File: src/rtl/counter_bank_arbiter_pkg.sv
// Shared types and sizes for the counter-bank arbiter slice.
// Package counter_bank_pkg: FSM state encoding and requester/select widths.
package counter_bank_pkg;

  localparam int NUM_REQ = 4;
  localparam int SEL_W   = 2;

  typedef enum logic [1:0] {
    IDLE  = 2'd0,
    SETUP = 2'd1,
    RUN   = 2'd2
  } state_t;

endpackage

File: src/rtl/counter_bank_arbiter_if.sv
// Requester/bank-side bus of the counter-bank arbiter.
// master = requester logic (drives req/dir), slave = arbiter.
interface counter_bank_arbiter_if;
  import counter_bank_pkg::*;

  logic [NUM_REQ-1:0] req;
  logic [NUM_REQ-1:0] dir;
  logic [NUM_REQ-1:0] gnt;
  logic [SEL_W-1:0]   sel;
  logic               up_down;
  logic               cnt_en;
  logic               busy;

  modport master (
    output req, dir,
    input  gnt, sel, up_down, cnt_en, busy
  );

  modport slave (
    input  req, dir,
    output gnt, sel, up_down, cnt_en, busy
  );

endinterface

File: src/rtl/counter_bank_arbiter_rr_pick4.sv
// Combinational round-robin picker: first requester at or after ptr, wrapping mod 4.
module rr_pick4
  import counter_bank_pkg::*;
(
  input  logic [NUM_REQ-1:0] req,
  input  logic [SEL_W-1:0]   ptr,
  output logic [SEL_W-1:0]   winner,
  output logic               valid
);

  logic [SEL_W-1:0] idx;

  // Scan from the farthest slot back to ptr so the nearest active request wins.
  always_comb begin
    winner = ptr;
    valid  = 1'b0;
    idx    = ptr;
    for (int k = NUM_REQ - 1; k >= 0; k--) begin
      idx = ptr + SEL_W'(k);
      if (req[idx]) begin
        winner = idx;
        valid  = 1'b1;
      end
    end
  end

endmodule

File: src/rtl/counter_bank_arbiter.sv
// Round-robin arbiter sharing the 4-counter bank: IDLE -> SETUP -> RUN for TENURE cycles.
// Define ARB_EARLY_RELEASE_EN to end a tenure as soon as the granted req drops.
module counter_bank_arbiter
  import counter_bank_pkg::*;
#(
  parameter int TENURE   = 16,
  parameter int PTR_INIT = 0
) (
  input logic                    clk,
  input logic                    rst_n,
  counter_bank_arbiter_if.slave  bus
);

  localparam int                TCNT_W    = $clog2(TENURE + 1);
  localparam logic [TCNT_W-1:0] TCNT_LAST = TCNT_W'(TENURE - 1);

  state_t              state, state_nxt;
  logic [SEL_W-1:0]    ptr, ptr_nxt;
  logic [TCNT_W-1:0]   tcnt, tcnt_nxt;
  logic [NUM_REQ-1:0]  gnt_q, gnt_nxt;
  logic [SEL_W-1:0]    sel_q, sel_nxt;
  logic                up_down_q, up_down_nxt;
  logic                cnt_en_q, cnt_en_nxt;
  logic                busy_q, busy_nxt;
  logic [SEL_W-1:0]    win;
  logic                win_valid;
  logic                early_drop;
  logic                end_tenure;

  rr_pick4 u_pick (
    .req    (bus.req),
    .ptr    (ptr),
    .winner (win),
    .valid  (win_valid)
  );

`ifdef ARB_EARLY_RELEASE_EN
  assign early_drop = ~bus.req[sel_q];
`else
  assign early_drop = 1'b0;
`endif

  always_comb begin
    state_nxt   = state;
    ptr_nxt     = ptr;
    tcnt_nxt    = tcnt;
    gnt_nxt     = gnt_q;
    sel_nxt     = sel_q;
    up_down_nxt = up_down_q;
    cnt_en_nxt  = cnt_en_q;
    busy_nxt    = busy_q;
    end_tenure  = 1'b0;

    case (state)
      IDLE: begin
        if (win_valid) begin
          state_nxt   = SETUP;
          gnt_nxt     = NUM_REQ'(1) << win;
          sel_nxt     = win;
          up_down_nxt = bus.dir[win];
          busy_nxt    = 1'b1;
        end
      end
      SETUP: begin
        if (early_drop) begin
          end_tenure = 1'b1;
        end else begin
          state_nxt  = RUN;
          cnt_en_nxt = 1'b1;
          tcnt_nxt   = '0;
        end
      end
      RUN: begin
        if (early_drop || (tcnt == TCNT_LAST)) begin
          end_tenure = 1'b1;
        end else begin
          tcnt_nxt = tcnt + TCNT_W'(1);
        end
      end
      default: state_nxt = IDLE;
    endcase

    // Leaving a tenure returns every output to its idle value and hands priority onward.
    if (end_tenure) begin
      state_nxt   = IDLE;
      ptr_nxt     = sel_q + SEL_W'(1);
      tcnt_nxt    = '0;
      gnt_nxt     = '0;
      sel_nxt     = '0;
      up_down_nxt = 1'b0;
      cnt_en_nxt  = 1'b0;
      busy_nxt    = 1'b0;
    end
  end

  always_ff @(posedge clk or negedge rst_n) begin
    if (!rst_n) begin
      state     <= IDLE;
      ptr       <= SEL_W'(PTR_INIT);
      tcnt      <= '0;
      gnt_q     <= '0;
      sel_q     <= '0;
      up_down_q <= 1'b0;
      cnt_en_q  <= 1'b0;
      busy_q    <= 1'b0;
    end else begin
      state     <= state_nxt;
      ptr       <= ptr_nxt;
      tcnt      <= tcnt_nxt;
      gnt_q     <= gnt_nxt;
      sel_q     <= sel_nxt;
      up_down_q <= up_down_nxt;
      cnt_en_q  <= cnt_en_nxt;
      busy_q    <= busy_nxt;
    end
  end

  assign bus.gnt     = gnt_q;
  assign bus.sel     = sel_q;
  assign bus.up_down = up_down_q;
  assign bus.cnt_en  = cnt_en_q;
  assign bus.busy    = busy_q;

endmodule

File: src/flat_wrapper.sv
// flat-port wrapper written by rule: the top's interface ports become plain ports
module counter_bank_arbiter_flat import counter_bank_pkg::*;
#(
  parameter int TENURE   = 16,
  parameter int PTR_INIT = 0
)
  (clk, rst_n, bus_req, bus_dir, bus_gnt, bus_sel, bus_up_down, bus_cnt_en, bus_busy);
  counter_bank_arbiter_if bus_i ();
  input logic clk;
  input logic rst_n;
  input wire logic [$bits(bus_i.req)-1:0] bus_req;
  input wire logic [$bits(bus_i.dir)-1:0] bus_dir;
  output wire logic [$bits(bus_i.gnt)-1:0] bus_gnt;
  output wire logic [$bits(bus_i.sel)-1:0] bus_sel;
  output wire logic [$bits(bus_i.up_down)-1:0] bus_up_down;
  output wire logic [$bits(bus_i.cnt_en)-1:0] bus_cnt_en;
  output wire logic [$bits(bus_i.busy)-1:0] bus_busy;
  assign bus_i.req = bus_req;
  assign bus_i.dir = bus_dir;
  assign bus_gnt = bus_i.gnt;
  assign bus_sel = bus_i.sel;
  assign bus_up_down = bus_i.up_down;
  assign bus_cnt_en = bus_i.cnt_en;
  assign bus_busy = bus_i.busy;
  counter_bank_arbiter #(.TENURE(TENURE), .PTR_INIT(PTR_INIT)) u_core (.clk(clk), .rst_n(rst_n), .bus(bus_i));
endmodule
File: config.mk
export PLATFORM = sky130hd
export DESIGN_NAME = counter_bank_arbiter_flat
export DESIGN_NICKNAME = d
export VERILOG_FILES = /design/src/rtl/counter_bank_arbiter_pkg.sv /design/src/rtl/counter_bank_arbiter_if.sv /design/src/rtl/counter_bank_arbiter_rr_pick4.sv /design/src/rtl/counter_bank_arbiter.sv /design/src/flat_wrapper.sv
export SDC_FILE = /design/constraint.sdc
export NUM_CORES = 1
export LEC_CHECK = 0
export ABC_CLOCK_PERIOD_IN_PS = 2000
export CAP_MARGIN = 30
export CORE_MARGIN = 3
export CORE_UTILIZATION = 35
export DETAILED_ROUTE_END_ITERATION = 8
export HOLD_SLACK_MARGIN = 0.15
export PLACE_DENSITY = 0.59
export SYNTH_ARGS = -nofsm -noshare
export SYNTH_HDL_FRONTEND = slang
export SYNTH_SLANG_ARGS = --single-unit
File: constraint.sdc
create_clock -name clk -period 2 [get_ports clk]
set_clock_uncertainty 0.2 [all_clocks]
set_input_delay 0.2 -clock clk [delete_from_list [all_inputs] [get_ports clk]]
set_output_delay 0.2 -clock clk [all_outputs]
set_load 0.05 [all_outputs]
==> results.tsv <==
stage	metric	value	unit
clock_tree	Sink Count	18	
route	wire per inst	12.1	microns
floorplan	Die Y	59.6	microns
sta	FMAX	518	MHz
yosys	Distinct cells, synth	34	
sta	WHS	312	ps
finish	final net count	162	
yosys	sequential element share of the synthesized area	44.8	%
route	vias after detailed routing	864	
worst_setup_path	Arrival @ worst endpoint	1950	ps
finish	Final Util	52.9	%
floorplan	Initial Util	38.5	%
floorplan	Ports	19	
power	Power Density	1120	nW/um^2
finish	Syn-to-layout area delta	37.6	%
global_route	met1 Resource Use GR	17.8	%
route	Pre-antenna DRT Iters	5	
yosys	Synth Register Bits	18	
global_route	first-pass GRT wire length	3790	microns
global_route	total global routing overflow	0	
power	Leakage	0.616	nW
global_route	GR Util met2	23.4	%
sta	Setup-failing EPs final	0	
yosys	synthesized net count	125	
worst_setup_path	slowest stage delay, CP	520	ps
floorplan	Total Die Area	3550	sq um
yosys	Post-Syn Instances	110	
finish	layout cell share with drive strength beyond 1	18.5	%
status	outcome	finished, final reports clean	
worst_setup_path	CP Cell Sequence	a21bo_2 -> a21oi_2 -> or4b_1 -> a2111o_1 -> o211ai_2	
sta	RSZ-0062 raised after global routing	false	
placement	Final HPWL DP	1650	microns
worst_setup_path	Required @ worst endpoint	2020	ps
placement	GP Congestion	0.772	
global_route	layer with the highest usage	met2	
sta	Setup WS post-layout	68.4	ps
run	max-cap viol count	0	
sta	Worst Max-Slew Pin Slew	511	ps
sta	Pins Over Slew Limit	0	
global_route	Global Route met3 Usage	3.92	%
route	drt drc	0	
yosys	Synth Warn #	0	
global_route	largest net degree at the start of global routing	19	
worst_setup_path	startpoint types	flop	
sta	period utilization	96.6	%
sta	Final Hold Viols	0	
worst_hold_path	Hold Crit Class	reg -> reg	
worst_setup_path	critical path's slowest cell	or4b_1	
clock_tree	Clock Tree Buf Depth	2	
worst_setup_path	WS Path Type	reg -> reg	
clock_tree	TritonCTS clock tree	done	
power	Tot Pwr	0.00155	W
placement	placed cells	171	
finish	post-route insts no fill	176	
yosys	mapped cell area	1000	sq um
route	vias per inst	4.91	
route	Routed Antenna Nets	0	
clock_tree	Num CTS Buffers	3	
floorplan	Core Region	2610	sq um
power	peak supply drop	0.808	mV
placement	Place WS	-229	ps
clock_tree	Clk Latency, worst-skew pair	290	ps
floorplan	die outline width	59.6	microns
floorplan	num rows	18	
clock_tree	Clk pin slew, worst setup/hold paths	100	ps
global_route	initial antenna violation count	0	
finish	Antenna Diode Count	0	
route	drt total wl	2120	microns
clock_tree	clock root buffer	clkbuf_4	
yosys	Post-Syn Area per Cell	9.13	sq um
sta	min cycle time layout	1930	ps
route	DR iter-0 viols	22	
placement	PortBufs	18	
worst_setup_path	Worst Setup End Kind	flop	
clock_tree	CTS H-tree lvls	1	
global_route	vias in the first global route	878	
sta	Rel. slew slack	65.9	%
global_route	Total GRT Usage	13.9	%
worst_setup_path	worst-path maximum fanout	7	
## cells by family after synthesis
kind of cell    count (synthesis)  share of synthesized area (%)
simple gates                   49                           25.0
compound gates                 26                           17.3
flops                          18                           44.8
buf+inv                         9                           3.74
fa+ha+maj                       5                           6.23
mux                             2                           1.99
xor+xnor                        1                          0.872
## what timing repair did
action	CTS	global route
setup endpoints to repair	0	2
endpoints found under the hold margin	18	0
hold buffers	1	0
setup buffers	0	0
resized for setup	0	2
## synthesized netlist by cell type, drive strengths merged
master,number,share of area (%)
o21ai,8,4.0
o22a,1,0.87
and2,2,1.2
a21bo,1,1.0
a2111o,1,1.1
or4b,1,1.0
nand2b,4,2.7
dfrtp,18,45
or4,1,0.75
inv,5,1.9
or2,1,0.62
nand3,6,3.0
xnor2,1,0.87
nor3b,1,0.75
nand3b,3,2.2
o22ai,1,0.62
mux2i,2,2.0
clkbuf,3,1.1
o41ai,1,1.6
a21boi,1,0.75
and3,1,0.62
o31ai,1,0.75
buf,1,0.75
nor2,7,2.6
a21oi,10,5.4
o211ai,1,1.2
or3,1,0.62
ha,5,6.2
nor2b,3,1.9
nor3,2,1.0
nand2,16,6.0
## layout by cell type (no fill, tap or decap), types with 4 or more instances in the layout
cell type and count:
nand3_1 6, clkdlybuf4s50_1 17, nand2_1 16, ha_1 4, a21oi_1 9, o21ai_0 8
nor2_1 7, inv_1 5, dfrtp_1 18, buf_4 17
## cell type report
| type | count | area, sq um |
|---|---|---|
| Fill cell | 245 | 1230 |
| Multi-Input combinational cell | 83 | 519 |
| Sequential cell | 18 | 450 |
| Timing Repair Buffer | 36 | 320 |
| Tap cell | 30 | 37.5 |
| Clock buffer | 4 | 36.3 |
| Inverter | 5 | 18.8 |
## critical path, delay by kind of cell (launching register included)
family	cells	cell delay (ps)
flops	1	460
simple gates	1	520
compound gates	4	680
## state kept, by name (all words and copies together) (netlist names)
| signal | flops |
|---|---|
| u_core.tcnt | 5 |
| u_core.bus.gnt | 4 |
| u_core.bus.sel | 2 |
| u_core.ptr | 2 |
| u_core.state | 2 |
| u_core.bus.busy | 1 |
| u_core.bus.cnt_en | 1 |
| u_core.bus.up_down | 1 |
## report_power, final
group	internal (W)	switching, W	total [W]
combinational	0.000323	0.000491	0.000814
sequential	0.000452	0.0000571	0.000509
clock	0.000111	0.000112	0.000223
## stage by stage
step,cell area [sq um],setup TNS [ps]
2_1_floorplan,1000,0
3_3_place_gp,1330,-1030
3_5_place_dp,1330,-1230
4_1_cts,1380,0
5_1_grt,1380,0
6_report,1380,0
## per-layer routing
metal | vias to the layer above | part of all wire [%]
met4 | 0 | 0.57
met2 | 17 | 46
met1 | 394 | 48
met5 | - | 0
met3 | 2 | 5.3
li1 | 451 | -
## path summary, 6_finish.rpt
path                                          startpoint                        endpoint  slack (ps)  cells after the start
setup / recovery               u_core.ptr[1]$_DFFE_PN0P_  u_core.bus.up_down$_DFFE_PN0P_          70                      5
hold / removal             u_core.bus.cnt_en$_DFFE_PN0P_   u_core.bus.cnt_en$_DFFE_PN0P_         310                      2
setup reg to reg               u_core.ptr[1]$_DFFE_PN0P_  u_core.bus.up_down$_DFFE_PN0P_          70                      5
hold reg to reg            u_core.bus.cnt_en$_DFFE_PN0P_   u_core.bus.cnt_en$_DFFE_PN0P_         310                      2
max in group asynchronous                          rst_n     u_core.bus.busy$_DFFE_PN0P_         820                      3
min in group asynchronous                          rst_n       u_core.ptr[0]$_DFFE_PN0P_         580                      3
No activity file was read; power rests on OpenSTA's default activity.
